`src/rtl/rr_bus_arbiter.sv`:
```
// Four-requester round-robin bus arbiter with registered one-hot grant,
// bounded hold time and a one-cycle turnaround between tenures.
module rr_bus_arbiter #(
    parameter int unsigned MAX_HOLD = 8
) (
    input  logic       clk,
    input  logic       rst,
    input  logic [3:0] req,
    input  logic [3:0] done,
    output logic [3:0] gnt,
    output logic [1:0] gnt_id,
    output logic       busy,
    output logic       timeout
);

    localparam int unsigned HW = $clog2(MAX_HOLD + 1);
    localparam logic [HW-1:0] MAX_HOLD_C = HW'(MAX_HOLD);
    localparam logic [HW-1:0] ONE_C      = HW'(1);

    typedef enum logic {
        IDLE  = 1'b0,
        GRANT = 1'b1
    } state_e;

    state_e          state_q, state_d;
    logic [1:0]      ptr_q, ptr_d;
    logic [HW-1:0]   hold_cnt_q, hold_cnt_d;
    logic [3:0]      gnt_q, gnt_d;
    logic [1:0]      gnt_id_q, gnt_id_d;
    logic            busy_q, busy_d;
    logic            timeout_q, timeout_d;

    logic            pick_found;
    logic [1:0]      pick_idx;
    logic [1:0]      cand;
    logic            owner_done;
    logic            owner_req;
    logic            release_vol;
    logic            hold_expired;

    // Round-robin search starting just after the last winner; the final
    // candidate (k=4) wraps back onto ptr itself.
    always_comb begin
        pick_found = 1'b0;
        pick_idx   = ptr_q;
        cand       = ptr_q;
        for (int k = 1; k <= 4; k++) begin
            cand = ptr_q + 2'(k);
            if (!pick_found && req[cand]) begin
                pick_found = 1'b1;
                pick_idx   = cand;
            end
        end
    end

    // Only the current owner's done/req bits can end a tenure.
    always_comb begin
        owner_done   = done[gnt_id_q];
        owner_req    = req[gnt_id_q];
        release_vol  = owner_done | ~owner_req;
        hold_expired = (hold_cnt_q == MAX_HOLD_C);
    end

    always_ff @(posedge clk) begin
        if (rst) begin
            state_q    <= IDLE;
            ptr_q      <= 2'd3;
            hold_cnt_q <= '0;
            gnt_q      <= 4'b0000;
            gnt_id_q   <= 2'd0;
            busy_q     <= 1'b0;
            timeout_q  <= 1'b0;
        end else begin
            state_q    <= state_d;
            ptr_q      <= ptr_d;
            hold_cnt_q <= hold_cnt_d;
            gnt_q      <= gnt_d;
            gnt_id_q   <= gnt_id_d;
            busy_q     <= busy_d;
            timeout_q  <= timeout_d;
        end
    end

    always_comb begin
        state_d = state_q;
        case (state_q)
            IDLE:    if (pick_found) state_d = GRANT;
            GRANT:   if (release_vol || hold_expired) state_d = IDLE;
            default: state_d = IDLE;
        endcase
    end

    // A release always lands in IDLE for one cycle, which gives the bus
    // turnaround; a voluntary release masks the timeout when both coincide.
    always_comb begin
        ptr_d      = ptr_q;
        hold_cnt_d = hold_cnt_q;
        gnt_d      = gnt_q;
        gnt_id_d   = gnt_id_q;
        busy_d     = busy_q;
        timeout_d  = 1'b0;
        case (state_q)
            IDLE: begin
                if (pick_found) begin
                    gnt_d      = 4'b0001 << pick_idx;
                    gnt_id_d   = pick_idx;
                    busy_d     = 1'b1;
                    ptr_d      = pick_idx;
                    hold_cnt_d = ONE_C;
                end else begin
                    gnt_d      = 4'b0000;
                    busy_d     = 1'b0;
                    hold_cnt_d = '0;
                end
            end
            GRANT: begin
                if (release_vol || hold_expired) begin
                    gnt_d      = 4'b0000;
                    busy_d     = 1'b0;
                    hold_cnt_d = '0;
                    timeout_d  = ~release_vol & hold_expired;
                end else begin
                    hold_cnt_d = hold_cnt_q + ONE_C;
                end
            end
            default: begin
                gnt_d      = 4'b0000;
                busy_d     = 1'b0;
                hold_cnt_d = '0;
            end
        endcase
    end

    assign gnt     = gnt_q;
    assign gnt_id  = gnt_id_q;
    assign busy    = busy_q;
    assign timeout = timeout_q;

endmodule

```
`config.mk`:
```
export PLATFORM = sky130hd
export DESIGN_NAME = rr_bus_arbiter
export DESIGN_NICKNAME = d
export VERILOG_FILES = /design/src/rtl/rr_bus_arbiter.sv
export SDC_FILE = /design/constraint.sdc
export NUM_CORES = 1
export LEC_CHECK = 0
export ABC_AREA = 1
export CAP_MARGIN = 0
export CORE_ASPECT_RATIO = 1.4
export CORE_MARGIN = 3
export CORE_UTILIZATION = 46
export CTS_CLUSTER_DIAMETER = 150
export CTS_CLUSTER_SIZE = 24
export DETAILED_ROUTE_END_ITERATION = 10
export PLACE_DENSITY = 0.74
export SLEW_MARGIN = 10
export SYNTH_ARGS = -nofsm -noshare
export SYNTH_HDL_FRONTEND = slang
export SYNTH_SLANG_ARGS = --single-unit
```
`constraint.sdc`:
```
create_clock -name clk -period 1.5 [get_ports clk]
set_input_delay 0.225 -clock clk [delete_from_list [all_inputs] [get_ports clk]]
set_output_delay 0.225 -clock clk [all_outputs]
set_load 0.02 [all_outputs]
```
After elaboration in Yosys (flattened, before gate mapping). Index checks and enable logic that the tools add are counted. W data, S select, Z words.

Register bits after elaboration: 15. Input port bits: 10. Output and inout port bits: 8. Logic and storage cells: 65.

Add/sub/neg operators: 4. $lt $le $gt $ge: 5. Eq/ne operators: 2. Shifts and indexed selects: 1. Muxes and demuxes: 31. Bitwise gates (word level): 6. Reductions and logical operators: 9.

Operators with widths (count): $pmux W4 S2 (2); $lt A2 B3 Y1 const B (5); $mux W1 (14); $bmux W1 S2 (6); $mux W4 (3); $mux W2 (4); $add A2 B2 Y2 const B (2); $add A4 B1 Y4 const B (1); $eq A4 B4 Y1 const B (1); $not A1 Y1 (4); $pmux W1 S2 (2); $shl A1 B2 Y4 const A (1); $logic_and A1 B1 Y1 (3); $logic_not A1 Y1 (3); $reduce_or A3 Y1 (1); $add A2 B1 Y2 const B (1); $ne A2 B1 Y1 const B (1); $reduce_and A2 Y1 (1); $and A1 B1 Y1 (1); $logic_or A1 B1 Y1 (1); $or A1 B1 Y1 (1).

Logic depth before layout (Yosys ltp).
Depth in word-level cells: 16. Mapped depth: 12. Mapped depth without buffers: 12.

Worst setup path after synthesis. No wires, ideal clock.

Kind: register -> register. Start: register ptr_q[0]. End: register gnt_id_q[0] (netlist: gnt_id[0]). Data arrival time: 1299 ps. Data required time: 1385 ps. Setup slack: 86 ps. Stages on the path, launching flop included: 12. Cell sequence: dfxtp_1 -> buf_4 -> nand2_1 -> nand2_1 -> nand2_1 -> nand2_1 -> nor2_8 -> nand3b_4 -> nand2_4 -> inv_2 -> o21ai_1 -> nor2_1.

Word-level cells in the longest chain between the ends: 14. Elaborated cells on any way between the ends: 26.

Ends and longest elaborated chain: start: declaration (line 26) `logic [1:0] ptr_q, ptr_d;`; start signal: assignment (line 75) `ptr_q <= ptr_d;`; $add A2 B1 Y2 (line 48) `cand = ptr_q + 2'(k);`; $bmux W1 S2 (line 49) `if (!pick_found && req[cand]) begin`; $mux W1 (not written as such) (line 49); $mux W1 (line 49); $logic_not A1 Y1 (line 49); $logic_and A1 B1 Y1 (line 49); $mux W1 (line 49); $logic_not A1 Y1 (line 49); $logic_and A1 B1 Y1 (line 49); $mux W1 (line 49); $logic_not A1 Y1 (line 49); $logic_and A1 B1 Y1 (line 49); $mux W1 (line 49); $reduce_and A2 Y1 (no source line); end signal: assignment (line 78) `gnt_id_q <= gnt_id_d;`; end: declaration (line 29) `logic [1:0] gnt_id_q, gnt_id_d;`.

Several ways; a longest one is shown, not always the timed one. The select of a mux whose other input is x is not followed. A chain may end at the register's enable or synchronous reset.

Worst setup path in the final report. Same ends and word-level chain as after synthesis.

==> summary.log <==
INFO  timing         timing_worst_slew_pin_value=0.328ns
INFO  power          netSwitchingPower=0.00162W
INFO  critical_path  path_cells=inv_4 > nand2_1 > nand2_2 > nand2_1 > nand2_2 > nor2_8 > nand3b_4 > nand2_8 > inv_6 > o21ai_2 > nor2_1
INFO  final_layout   n_fill_cell=152
INFO  power          power.clock.fraction=0.071
INFO  final_layout   layout-drive-gt1-share=0.390
INFO  floorplanning  die-width=44.9um
INFO  global_routing first_global_vias=1007
INFO  outcome        outcome=complete, but fails checks
INFO  flow_run       maxCapViolCount=0
INFO  logic_synthesis synthesis.instances=137
INFO  floorplanning  die-height=60.4um
INFO  final_layout   finish.net_count=190
INFO  power          sw_share=0.500
INFO  critical_path  type_of_element_capturing_the_critical_path=flip-flop
INFO  routing        met2WireLength=1560um
INFO  critical_path  crit_path_max_incr_delay=0.39ns
INFO  global_routing globalRouteTotalUtil=0.193
INFO  routing        first_iter_violations=30
INFO  clock_network  cts_buffers=3
INFO  critical_path  timing.critical_path.from_type=flip-flop
INFO  final_layout   multi_input_comb_area=724um^2
INFO  global_routing grt_first_pass_wirelength=3840um
INFO  routing        drcViolationCount=0
INFO  logic_synthesis async_flop_share=0
INFO  timing         timing.slew.headroom=0.781
INFO  power          power_leakage=0.715nW
INFO  logic_synthesis synth-seq-cells=15
INFO  routing        post_drt_via_cell_ratio=5.24
INFO  timing         final_hold_viol_count=0
INFO  logic_synthesis ys_types=25
INFO  power          power.density=2200mW/mm^2
INFO  routing        avgRoutedWirePerCell=13.4um
INFO  routing        finalWirelength=2660um
INFO  placed_design  place_hpwl=1880um
INFO  placed_design  dpl.cell_count=191
INFO  global_routing grt_max_degree=9
INFO  routing        detailedRoute.firstPassIterationCount=4
INFO  floorplanning  placement_rows=19
INFO  power          share_seq_of_total_power=0.204
INFO  logic_synthesis syn_area=972um^2
INFO  floorplanning  design.core.area=0.00197mm^2
INFO  clock_network  cts_tree=built
INFO  final_layout   fin_cells=198
INFO  timing         hold_ws=0.449ns
INFO  critical_path  worst-path-max-fanout=7
INFO  clock_network  clk_pin_slew=0.09ns
INFO  logic_synthesis synth.yosys.warnings=0
INFO  timing         fin_crit_sh=1.02
INFO  timing         maximum_frequency_from_static_timing_analysis=656MHz
INFO  final_layout   seqCellArea=308um^2
INFO  logic_synthesis yosys_most_used_dff=sky130_fd_sc_hd__dfxtp_1
INFO  critical_path  worstPathArrival=1.71ns
INFO  timing         rsz0062_at_grt=yes
INFO  routing        drtAntennaViolNets=0
INFO  placed_design  buffer_ports.inserted=17
INFO  global_routing antenna_found_initial=0
INFO  routing        vias=1038
INFO  timing         timing.clock.skew=0.00441ns
INFO  floorplanning  dieArea=0.00271mm^2
INFO  routing        drt-met1-wl=944um
INFO  clock_network  ctsHtreeMaxLevel=1
INFO  timing         setup_violations=4
INFO  clock_network  cts_buffer_depth=2
INFO  critical_path  critical_path.slowest_cell=sky130_fd_sc_hd__dfxtp_4
INFO  placed_design  dpl_worst_slack=-0.293ns
INFO  power          internal_power=0.00162W
INFO  routing        maxUsedRoutingLayer=met4
INFO  min_path       worst_hold_path_type=reg2reg
INFO  timing         final_setup_slack_of_the_worst_path=-0.0247ns
INFO  logic_synthesis syn_avg_cell_area=7.10um^2
INFO  critical_path  worst-setup-path-type=reg2reg
INFO  power          power.total=0.00324W
INFO  final_layout   syn2layout_area_growth=51.6%
INFO  final_layout   num_antenna_cells=0
INFO  outcome        failed_checks=setup timing
INFO  floorplanning  start_util=0.493
INFO  routing        wl_met3=44um
INFO  power          share_comb_of_total_power=0.725
INFO  timing         final_period_minus_worst_setup_slack=1.52ns
INFO  timing         setup-tns-final=-0.0544ns
INFO  clock_network  ctsRootBufferMaster=sky130_fd_sc_hd__clkbuf_4
INFO  logic_synthesis postSynthNetCount=149
INFO  clock_network  clock_latency=0.28ns
INFO  timing         slew_viol_final=0
INFO  floorplanning  boundaryPins=18
INFO  global_routing grt_remaining_overflow=0
INFO  logic_synthesis yosysSeqAreaShare=0.309
INFO  placed_design  gp_congestion=0.866
INFO  clock_network  clock-sinks=15
INFO  logic_synthesis synth-edff-count=0
INFO  power          ir_drop=1.31mV
INFO  critical_path  required=1.68ns
## repair_timing
item / 4_1_cts / 5_1_grt
resized for setup: 4 / 41
endpoints found under the setup margin: 13 / 14
hold buffers: 0 / 0
buffers inserted: 0 / 3
pin swaps: 0 / 17
## cells in the final DEF (no fill, tap or decap), types with 4 or more instances in the layout
cell type                         instances
sky130_fd_sc_hd__buf_4                   18
sky130_fd_sc_hd__nand2_2                 13
sky130_fd_sc_hd__nand3_2                  4
sky130_fd_sc_hd__nand2_4                  9
sky130_fd_sc_hd__nand3_1                 12
sky130_fd_sc_hd__nand2_8                  4
sky130_fd_sc_hd__nand2_1                 37
sky130_fd_sc_hd__dfxtp_1                 13
sky130_fd_sc_hd__inv_1                    7
sky130_fd_sc_hd__nor2_1                   7
sky130_fd_sc_hd__clkdlybuf4s50_1         13
## worst max-delay path, delay by kind of cell, from the launching register on
family | cells | cell delay (ns)
buffers and inverters | 2 | 0.12
flip-flops | 1 | 0.39
AND/OR/NAND/NOR | 8 | 0.81
AO/OA/AOI/OAI | 1 | 0.10
## cells in the mapped netlist (2+ instances only)
master	instances	area share
sky130_fd_sc_hd__o21ai_1	4	0.021
sky130_fd_sc_hd__inv_1	8	0.031
sky130_fd_sc_hd__nand2_1	52	0.20
sky130_fd_sc_hd__o21ai_0	2	0.010
sky130_fd_sc_hd__inv_2	5	0.019
sky130_fd_sc_hd__nand3_1	15	0.077
sky130_fd_sc_hd__nor2_2	2	0.013
sky130_fd_sc_hd__nand2_4	4	0.046
sky130_fd_sc_hd__nor2_1	7	0.027
sky130_fd_sc_hd__nand4_1	2	0.013
sky130_fd_sc_hd__nand2_8	3	0.062
sky130_fd_sc_hd__nand2_2	4	0.026
sky130_fd_sc_hd__a21oi_1	2	0.010
sky130_fd_sc_hd__dfxtp_1	15	0.31
sky130_fd_sc_hd__ha_1	2	0.026
## power groups by stage
stage,sequential (W),combinational [W],clock (W)
floorplan,0.000708,0.00122,0
global placement,0.000630,0.00189,0
detailed placement,0.000634,0.00194,0
CTS,0.000626,0.00194,0.000226
global route,0.000682,0.00255,0.000248
finish,0.000662,0.00235,0.000231
## final cells by class
| cell class | instances | area share |
|---|---|---|
| Clock buffer | 4 | 0.0178 |
| Inverter | 13 | 0.0399 |
| Multi-Input combinational cell | 108 | 0.492 |
| Sequential cell | 15 | 0.209 |
| Tap cell | 21 | 0.0178 |
| Timing Repair Buffer | 37 | 0.224 |
## kinds of logic (layout without fill, tap and decap cells)
| family | after synthesis | count (layout) | synth area share |
|---|---|---|---|
| adders and majority gates | 2 | 2 | 0.0257 |
| xor gates and xnor gates | 2 | 2 | 0.0180 |
| DFF | 15 | 15 | 0.309 |
| and+or+nand+nor | 93 | 93 | 0.523 |
| buffers and inverters | 14 | 54 | 0.0579 |
| AOI/OAI and AO/OA | 11 | 11 | 0.0669 |
## stage by stage
| stage | utilization | instance area [um^2] |
|---|---|---|
| floorplan | - | 972 |
| global route | 0.747 | 1470 |
| CTS | 0.667 | 1320 |
| detailed placement | 0.653 | 1290 |
| finish | 0.747 | 1470 |
| global placement | 0.653 | 1290 |
## registers in the layout, indices dropped and copies added, names as in the netlist
register    flops
gnt             4
gnt_id          2
hold_cnt_q      4
state_q         1
busy            1
timeout         1
ptr_q           2
## layer usage
layer / GRT usage / up-vias
met2: 0.366 / 26
met1: 0.189 / 476
li1: - / 521
met5: 0 / -
met3: 0.00890 / 15
met4: 0.151 / 0
## final timing paths
| kind | startpoint | end | slack [ns] | cells after the start |
|---|---|---|---|---|
| setup / recovery | ptr_q[0]$_SDFFE_PP1P_ | gnt_id[0]$_SDFFE_PP0P_ | -0.02 | 11 |
| hold / removal | busy$_SDFFE_PP0P_ | busy$_SDFFE_PP0P_ | 0.45 | 2 |
| setup reg to reg | ptr_q[0]$_SDFFE_PP1P_ | gnt_id[0]$_SDFFE_PP0P_ | -0.02 | 11 |
| hold reg to reg | busy$_SDFFE_PP0P_ | busy$_SDFFE_PP0P_ | 0.45 | 2 |
Note: power is estimated with default switching activity, not from simulation.
